==> src/rtl/big_fv_bank_arbiter.sv <==
// Per-bank round-robin arbiter steering Edge PE feature-vector requests to Big FV banks.
// Write streams (sos..eos) hold their bank until the owner's eos beat is granted.
module big_fv_bank_arbiter #(
    parameter int NUM_PE    = 4,
    parameter int NUM_BANKS = 4,
    parameter int FV_BW     = 16,
    parameter int NODE_W    = 10
) (
    input  logic                            clk,
    input  logic                            reset,
    input  logic [NUM_PE-1:0]               pe_valid,
    input  logic [NUM_PE-1:0]               pe_rd_wr,
    input  logic [NUM_PE*NODE_W-1:0]        pe_node_id,
    input  logic [NUM_PE*FV_BW-1:0]         pe_data,
    input  logic [NUM_PE-1:0]               pe_wr_sos,
    input  logic [NUM_PE-1:0]               pe_wr_eos,
    output logic [NUM_PE-1:0]               pe_ready,
    input  logic [NUM_BANKS-1:0]            bank_available,
    output logic [NUM_BANKS-1:0]            bank_valid,
    output logic [NUM_BANKS*((NUM_PE > 1) ? $clog2(NUM_PE) : 1)-1:0] bank_pe_tag,
    output logic [NUM_BANKS-1:0]            bank_rd_wr,
    output logic [NUM_BANKS-1:0]            bank_wr_sos,
    output logic [NUM_BANKS-1:0]            bank_wr_eos,
    output logic [NUM_BANKS*NODE_W-1:0]     bank_node_id,
    output logic [NUM_BANKS*FV_BW-1:0]      bank_data
);

    localparam int PE_W   = (NUM_PE > 1) ? $clog2(NUM_PE) : 1;
    localparam int BANK_W = (NUM_BANKS > 1) ? $clog2(NUM_BANKS) : 1;

    typedef enum logic {
        IDLE   = 1'b0,
        LOCKED = 1'b1
    } state_t;

    state_t            state [NUM_BANKS];
    logic [PE_W-1:0]   owner [NUM_BANKS];
    logic [PE_W-1:0]   rr    [NUM_BANKS];

    logic [BANK_W-1:0] tgt          [NUM_PE];
    logic [NUM_PE-1:0] elig         [NUM_BANKS];
    logic [NUM_BANKS-1:0] gnt_any_p0;
    logic [PE_W-1:0]   gnt_pe_p0    [NUM_BANKS];
    logic [NODE_W-1:0] sel_node_p0  [NUM_BANKS];
    logic [FV_BW-1:0]  sel_data_p0  [NUM_BANKS];
    logic [NUM_BANKS-1:0] sel_rw_p0;
    logic [NUM_BANKS-1:0] sel_sos_p0;
    logic [NUM_BANKS-1:0] sel_eos_p0;
    logic [NUM_PE-1:0] ready_c;

    always_comb begin
        for (int p = 0; p < NUM_PE; p++) begin
            tgt[p] = pe_node_id[p*NODE_W +: BANK_W];
        end
    end

    // Stage p0: eligibility, round-robin search from rr[b], and field selection
    always_comb begin
        ready_c = '0;
        for (int b = 0; b < NUM_BANKS; b++) begin
            gnt_any_p0[b]  = 1'b0;
            gnt_pe_p0[b]   = '0;
            sel_node_p0[b] = '0;
            sel_data_p0[b] = '0;
            sel_rw_p0[b]   = 1'b0;
            sel_sos_p0[b]  = 1'b0;
            sel_eos_p0[b]  = 1'b0;
            for (int p = 0; p < NUM_PE; p++) begin
                elig[b][p] = !reset && pe_valid[p] && bank_available[b]
                             && (tgt[p] == BANK_W'(b))
                             && ((state[b] == IDLE) || (owner[b] == PE_W'(p)));
            end
            for (int i = 0; i < NUM_PE; i++) begin
                if (!gnt_any_p0[b] && elig[b][rr[b] + PE_W'(i)]) begin
                    gnt_any_p0[b] = 1'b1;
                    gnt_pe_p0[b]  = rr[b] + PE_W'(i);
                end
            end
            if (gnt_any_p0[b]) begin
                ready_c[gnt_pe_p0[b]] = 1'b1;
                sel_node_p0[b] = pe_node_id[gnt_pe_p0[b]*NODE_W +: NODE_W];
                sel_data_p0[b] = pe_data[gnt_pe_p0[b]*FV_BW +: FV_BW];
                sel_rw_p0[b]   = pe_rd_wr[gnt_pe_p0[b]];
                // Stream markers only carry meaning on writes.
                sel_sos_p0[b]  = pe_rd_wr[gnt_pe_p0[b]] & pe_wr_sos[gnt_pe_p0[b]];
                sel_eos_p0[b]  = pe_rd_wr[gnt_pe_p0[b]] & pe_wr_eos[gnt_pe_p0[b]];
            end
        end
    end

    assign pe_ready = ready_c;

    // Stage p1: registered packet, lock FSM and round-robin pointer
    always_ff @(posedge clk) begin
        if (reset) begin
            for (int b = 0; b < NUM_BANKS; b++) begin
                state[b] <= IDLE;
                owner[b] <= '0;
                rr[b]    <= '0;
            end
            bank_valid   <= '0;
            bank_pe_tag  <= '0;
            bank_rd_wr   <= '0;
            bank_wr_sos  <= '0;
            bank_wr_eos  <= '0;
            bank_node_id <= '0;
            bank_data    <= '0;
        end else begin
            for (int b = 0; b < NUM_BANKS; b++) begin
                bank_valid[b] <= gnt_any_p0[b];
                if (gnt_any_p0[b]) begin
                    bank_pe_tag[b*PE_W +: PE_W]     <= gnt_pe_p0[b];
                    bank_node_id[b*NODE_W +: NODE_W] <= sel_node_p0[b];
                    bank_data[b*FV_BW +: FV_BW]     <= sel_data_p0[b];
                    bank_rd_wr[b]                   <= sel_rw_p0[b];
                    bank_wr_sos[b]                  <= sel_sos_p0[b];
                    bank_wr_eos[b]                  <= sel_eos_p0[b];
                    rr[b]                           <= gnt_pe_p0[b] + PE_W'(1);
                    case (state[b])
                        IDLE: begin
                            if (sel_sos_p0[b] && !sel_eos_p0[b]) begin
                                state[b] <= LOCKED;
                                owner[b] <= gnt_pe_p0[b];
                            end
                        end
                        LOCKED: begin
                            if (sel_eos_p0[b]) begin
                                state[b] <= IDLE;
                            end
                        end
                        default: state[b] <= IDLE;
                    endcase
                end
            end
        end
    end

endmodule

==> config.mk <==
export PLATFORM = sky130hd
export DESIGN_NAME = big_fv_bank_arbiter
export DESIGN_NICKNAME = d
export VERILOG_FILES = /design/src/rtl/big_fv_bank_arbiter.sv
export SDC_FILE = /design/constraint.sdc
export NUM_CORES = 1
export LEC_CHECK = 0
export CORE_MARGIN = 4
export CORE_UTILIZATION = 53
export DETAILED_ROUTE_END_ITERATION = 10
export PLACE_DENSITY = 0.87
export SLEW_MARGIN = 20
export SYNTH_ARGS = -nofsm -noshare
export SYNTH_HDL_FRONTEND = slang
export SYNTH_SLANG_ARGS = --single-unit
export TNS_END_PERCENT = 50
==> constraint.sdc <==
create_clock -name clk -period 9.4 [get_ports clk]
set_input_delay 1.88 -clock clk [delete_from_list [all_inputs] [get_ports clk]]
set_output_delay 1.88 -clock clk [all_outputs]
set_load 0.05 [all_outputs]
==> reports/metrics.csv, run 1 <==
metric;value;unit
status;complete, no violations;
post_drt_wl_per_cell;20.2;um
maxCapViolCount;0;
p_sw;0.594;mW
cp.required;7.52;ns
die_w;142;um
critPathArrivalTime;5.76;ns
via_per_inst;6.20;
maxClockFrequency;131;MHz
crit_path_top_delay_cell;clkdlybuf4s50_1;
cts_max_level;4;
fin_crit;7.64;ns
cts_tree;yes;
vias;10200;
fp-row-count;48;
clock_power_share;0.369;
fp.dieH;142;um
power_density;147;nW/um^2
fin_util;0.729;
crit_buf_inv;4;
syn-cell-area;9490;sq um
tightestPinTransition;1.13;ns
clock-root-buffer;clkbuf_16;
dp.final_hpwl;22.5;mm
grt_first_pass_wirelength;51.5;mm
p_seq_frac;0.380;
netlist_instances;1206;
start_util;0.545;
p_leak;5.35;nW
gp_congestion;0.895;
ys_seq_area_frac;0.333;
ys_ff_latch;148;
skew;0.0115;ns
synth_area_leaders;dfxtp_1 (27%), o21ai_0 (11%), nand3_1 (9.3%), mux2_2 (8.9%), mux2i_1 (7.4%);
start_kind;input port;
drive_gt1_frac;0.112;
drc;0;
portBuffers;257;
place_area;12100;sq um
cp-end-kind;output port;
path_clk_slew;0.06;ns
p_int;1.27;mW
nets;1545;
syn-num-nets;1348;
grt_pass1_vias;9837;
antenna_found_initial;1;
ioPinCount;258;
synth_top_area_frac;0.270;
crit_fanout;34;
postRouteAntennaNets;0;
crit_top_cell;clkdlybuf4s50_1;
cpLargestDelayFamily;buffers and inverters;
syn_to_final_growth;33.7;%
yosysWarnings;0;
clkLatencyLatePin;0.43;ns
syn-mean-instance-area;7.87;sq um
finalWirelength;33.2;mm
slew_headroom;0.246;
cts_hold_buf;0;
synthDistinctLibCells;73;
holdCritPathClass;reg2reg;
synth-async-reset-ratio;0;
multi_input_area;5850;sq um
stdcell_area;12700;sq um
path_cells;clkdlybuf4s50_1 > buf_4 > nand3b_1 > a211oi_1 > nor3b_1 > or3_2 > inv_1 > ha_1 > a22o_1 > a221o_1 > clkdlybuf4s50_1;
yosysTopAreaCell;dfxtp_1;
max_stage_delay;0.71;ns
finalSetupTns;0;ns
grt_overflow_total;0;
first_pass_iters;6;
register_area;3160;sq um
grt_setup_unrepaired;false;
slew_viol_final;0;
drt_iter0_drc;1049;
synthFlopType;dfxtp_1;
sw_frac_of_total;0.319;
post_cts_buffers;0;
cts_max_path_buffers;2;
grt_usage;0.320;
combPwrFrac;0.251;
finalSetupViolations;0;
grt_max_degree;98;
numClockSinks;148;
die-area;20100;sq um
period_share;0.812;
hold_violations;0;
post_cts_resized;0;
peakVddDrop;160;uV
setup.worst_path.class;in2out;
core;17400;sq um
synth_edf_count;20;
cts_made_buffers;17;
fillers;1327;
-- cells by family (layout without fill, tap and decap cells) --
kind of cell | count (synthesis) | count (layout) | share of synthesized area
simple gates | 499 | 499 | 0.249
compound gates | 271 | 271 | 0.170
mux | 148 | 148 | 0.170
flops | 148 | 148 | 0.333
buf+inv | 124 | 334 | 0.0560
fa+ha+maj | 16 | 16 | 0.0211
other cells | 0 | 1 | 0
-- synth_stat cells, types with 3 or more instances --
cell and count:
buf_1 8, o21ai_0 201, a21o_1 7, buf_6 4
nand3_1 177, nor4b_1 3, clkinv_1 3, nor2b_1 3
o211ai_1 3, mux2i_1 70, edfxtp_1 20, a21oi_1 10
mux2_2 75, nand2b_1 16, nor4_1 3, mux4_2 3
nor2_1 87, and2_1 8, nand2_1 164, ha_1 16
inv_1 21, dfxtp_1 128, nand3b_1 7, or2_2 4
a211o_1 5, buf_2 22, a22o_1 7, a221o_1 4
a211oi_1 6, and3_1 7, clkbuf_1 61
-- metrics by stage --
step           hold WS, ns  instances  worst slack (ns)  total power [mW]
6_report             0.447       1642              1.76              1.86
5_1_grt              0.465       1642              1.49              1.92
4_1_cts              0.448       1641              1.75              1.86
3_5_place_dp         0.439       1609              1.75              1.18
3_3_place_gp         0.432       1609              1.86              1.17
2_1_floorplan        0.657       1206              3.09             0.988
-- tightest hold or removal path: stages (launching register included) --
cell and delay (ns):
dfxtp_1 0.31, nand2_1 0.05, nand2_1 0.04
-- final timing paths --
| check | end | depth (start not counted) | start | slack (ns) |
|---|---|---|---|---|
| max reg2reg | owner[1][0] | 9 | owner[1][1] | 5.36 |
| max | pe_ready[3] | 11 | reset | 1.76 |
| min | bank_rd_wr[2] | 2 | bank_rd_wr[2] | 0.45 |
| min reg2reg | bank_rd_wr[2] | 2 | bank_rd_wr[2] | 0.45 |
-- layer usage --
layer | up-vias | track usage | wire length [um]
met5 | - | 0 | 0
met4 | 0 | 0.174 | 1750
met3 | 128 | 0.0728 | 3000
met2 | 580 | 0.518 | 15500
met1 | 4762 | 0.395 | 12900
li1 | 4703 | - | -
-- power groups by stage --
stage / Combinational, mW / Sequential [mW] / Clock [mW]
floorplan: 0.154 / 0.834 / 0
global placement: 0.450 / 0.719 / 0
detailed placement: 0.459 / 0.720 / 0
CTS: 0.463 / 0.707 / 0.690
global route: 0.495 / 0.712 / 0.714
finish: 0.467 / 0.708 / 0.686
-- area by class of cell --
| type | instances | area share |
|---|---|---|
| inverter | 27 | 0.00818 |
| tap | 225 | 0.0222 |
| multi-input combinational | 934 | 0.461 |
| timing repair buffer | 275 | 0.213 |
| antenna | 1 | 0.000197 |
| clock inverter | 11 | 0.00986 |
| sequential | 148 | 0.249 |
| clock buffer | 21 | 0.0364 |
-- state kept, by name, summed over array words and instances, names as in the netlist --
signal	flops
rr	8
bank_wr_eos	4
owner	8
bank_wr_sos	4
bank_node_id	40
bank_valid	4
state	4
bank_rd_wr	4
bank_pe_tag	8
bank_data	64
-- layout by cell type, fill, tap and decap left out, types with 3 or more instances in the layout --
master and n:
nand2b_1 16, clkbuf_1 3, inv_1 20, clkinvlp_4 3
edfxtp_1 20, nand3_1 177, nor4_1 3, a211o_1 5
clkbuf_16 18, o21ai_0 201, a221o_1 4, a21o_1 6
nand2_1 164, nand3b_1 7, a21oi_1 10, nor2_1 86
buf_4 18, a22o_1 7, mux2i_1 70, clkdlybuf4s50_1 257
clkinv_2 4, and3_1 5, a211oi_1 6, ha_1 16
o211ai_1 3, mux4_2 3, clkinv_1 3, nor4b_1 3
nor2b_1 3, mux2_2 75, or2_2 4, and2_1 8
dfxtp_1 128
No activity file was read; power rests on OpenSTA's default activity.
==> run 2, diff against run 1 <==
CORE_UTILIZATION = 45   (was 53)
PLACE_DENSITY = 0.78   (was 0.87)
clock period = 6.39 ns   (was 9.4 ns; I/O delays follow)
==> run 2 against run 1 <==
Via count is 3.9% lower. Largest cell class unchanged. Cell count increased by 2.9%. Setup slack worse by 1.2 ns. Largest power group unchanged. Die area rose by 17%. Critical endpoint is now pe_ready[0]. First-iteration DRC count shrank 34%. Combinational power rose by 46%. Highest routed layer unchanged. Core utilization is 11 points lower.
==> reports/metrics.csv, run 2 (same netlist as run 1, synthesis figures left out) <==
metric;value;unit
setup_ws;0.606;ns
setup.worst_path.class;in2out;
slew_viol_final;0;
start_kind;input port;
holdCritPathClass;reg2reg;
post_cts_resized;0;
hold_violations;0;
cts_made_buffers;17;
grt_overflow_total;0;
fp-row-count;52;
gp_congestion;0.934;
clkLatencyLatePin;0.43;ns
die_w;153;um
drive_gt1_frac;0.117;
grt_max_degree;74;
vias;9773;
power_density;212;nW/um^2
antenna_found_initial;3;
postRouteAntennaNets;0;
status;complete, no violations;
path_clk_slew;0.06;ns
mostFrequentLayoutCells;clkdlybuf4s50_1 (253), o21ai_0 (201), nand3_1 (177), nand2_1 (164), dfxtp_1 (128);
post_cts_buffers;0;
finalSetupTns;0;ns
place_area;12200;sq um
via_per_inst;5.78;
start_util;0.463;
slew_headroom;0.350;
skew;0.0124;ns
stdcell_area;12800;sq um
grt_setup_unrepaired;false;
post_drt_wl_per_cell;19.8;um
post-place-ws;0.641;ns
die-area;23500;sq um
cp.required;5.11;ns
crit_fanout;51;
power;2.70;mW
core;20500;sq um
finalWirelength;33.4;mm
portBuffers;257;
critPathArrivalTime;4.51;ns
clock-root-buffer;clkbuf_16;
holdWs;0.448;ns
cts_max_level;4;
instances_no_fill;1690;
placed_cells;1655;
fillers;1819;
fin_util;0.623;
first_pass_iters;5;
maxCapViolCount;0;
peakVddDrop;177;uV
fin_crit;5.78;ns
largest_reg_flops;64;
cts_hold_buf;0;
ioPinCount;258;
biggestRegsByFlops;bank_data: 64 flops, bank_node_id: 40 flops;
finalSetupViolations;0;
fp.dieH;153;um
p_leak;5.37;nW
tightestPinTransition;0.974;ns
numClockSinks;148;
cp-end-kind;output port;
grt_pass1_vias;9437;
nets;1546;
grt_first_pass_wirelength;52.0;mm
syn_to_final_growth;34.4;%
cts_tree;yes;
top_register;bank_data;
cts_max_path_buffers;2;
dp.final_hpwl;23.1;mm
period_share;0.905;
layout.cells.most_common;clkdlybuf4s50_1;
grt_usage;0.275;
drt_iter0_drc;693;
drc;0;
maxClockFrequency;173;MHz
run 2: critical path, cell delays in order:
cell             delay [ns]
clkdlybuf4s50_1        0.68
buf_4                  0.26
or3b_1                 0.19
a211oi_1               0.11
nor2_1                 0.14
and3_2                 0.82
clkinv_2               0.35
a221o_1                0.41
buf_4                  0.20
run 2: area by class of cell:
class / instances / area (sq um) / share of cell area
tap: 270 / 338 / 0.0265
clock buffer: 17 / 425 / 0.0333
sequential: 148 / 3160 / 0.248
multi-input combinational: 934 / 5850 / 0.458
clock inverter: 15 / 143 / 0.0112
antenna: 3 / 7.51 / 0.000588
inverter: 27 / 105 / 0.00824
timing repair buffer: 276 / 2730 / 0.214
run 2: metal layers:
layer,global-route usage,vias up,share of wire
met5,0,-,0
met4,0.117,0,0.035
met3,0.0647,69,0.084
met2,0.442,434,0.46
met1,0.353,4592,0.42
li1,-,4678,-
run 2: final timing paths:
| kind | startpoint | endpoint | slack [ns] | depth (start not counted) |
|---|---|---|---|---|
| worst max-delay path | reset | pe_ready[0] | 0.61 | 9 |
| worst min-delay path | bank_pe_tag[5] | bank_pe_tag[5] | 0.45 | 2 |
| worst max register to register | owner[1][1] | owner[1][1] | 2.48 | 9 |
| worst min register to register | bank_pe_tag[5] | bank_pe_tag[5] | 0.45 | 2 |
run 2: report_power, final:
| part | switching (mW) | internal (mW) |
|---|---|---|
| logic | 0.420 | 0.263 |
| clock network | 0.431 | 0.545 |
| registers | 0.0402 | 1.00 |
| total | 0.891 | 1.81 |
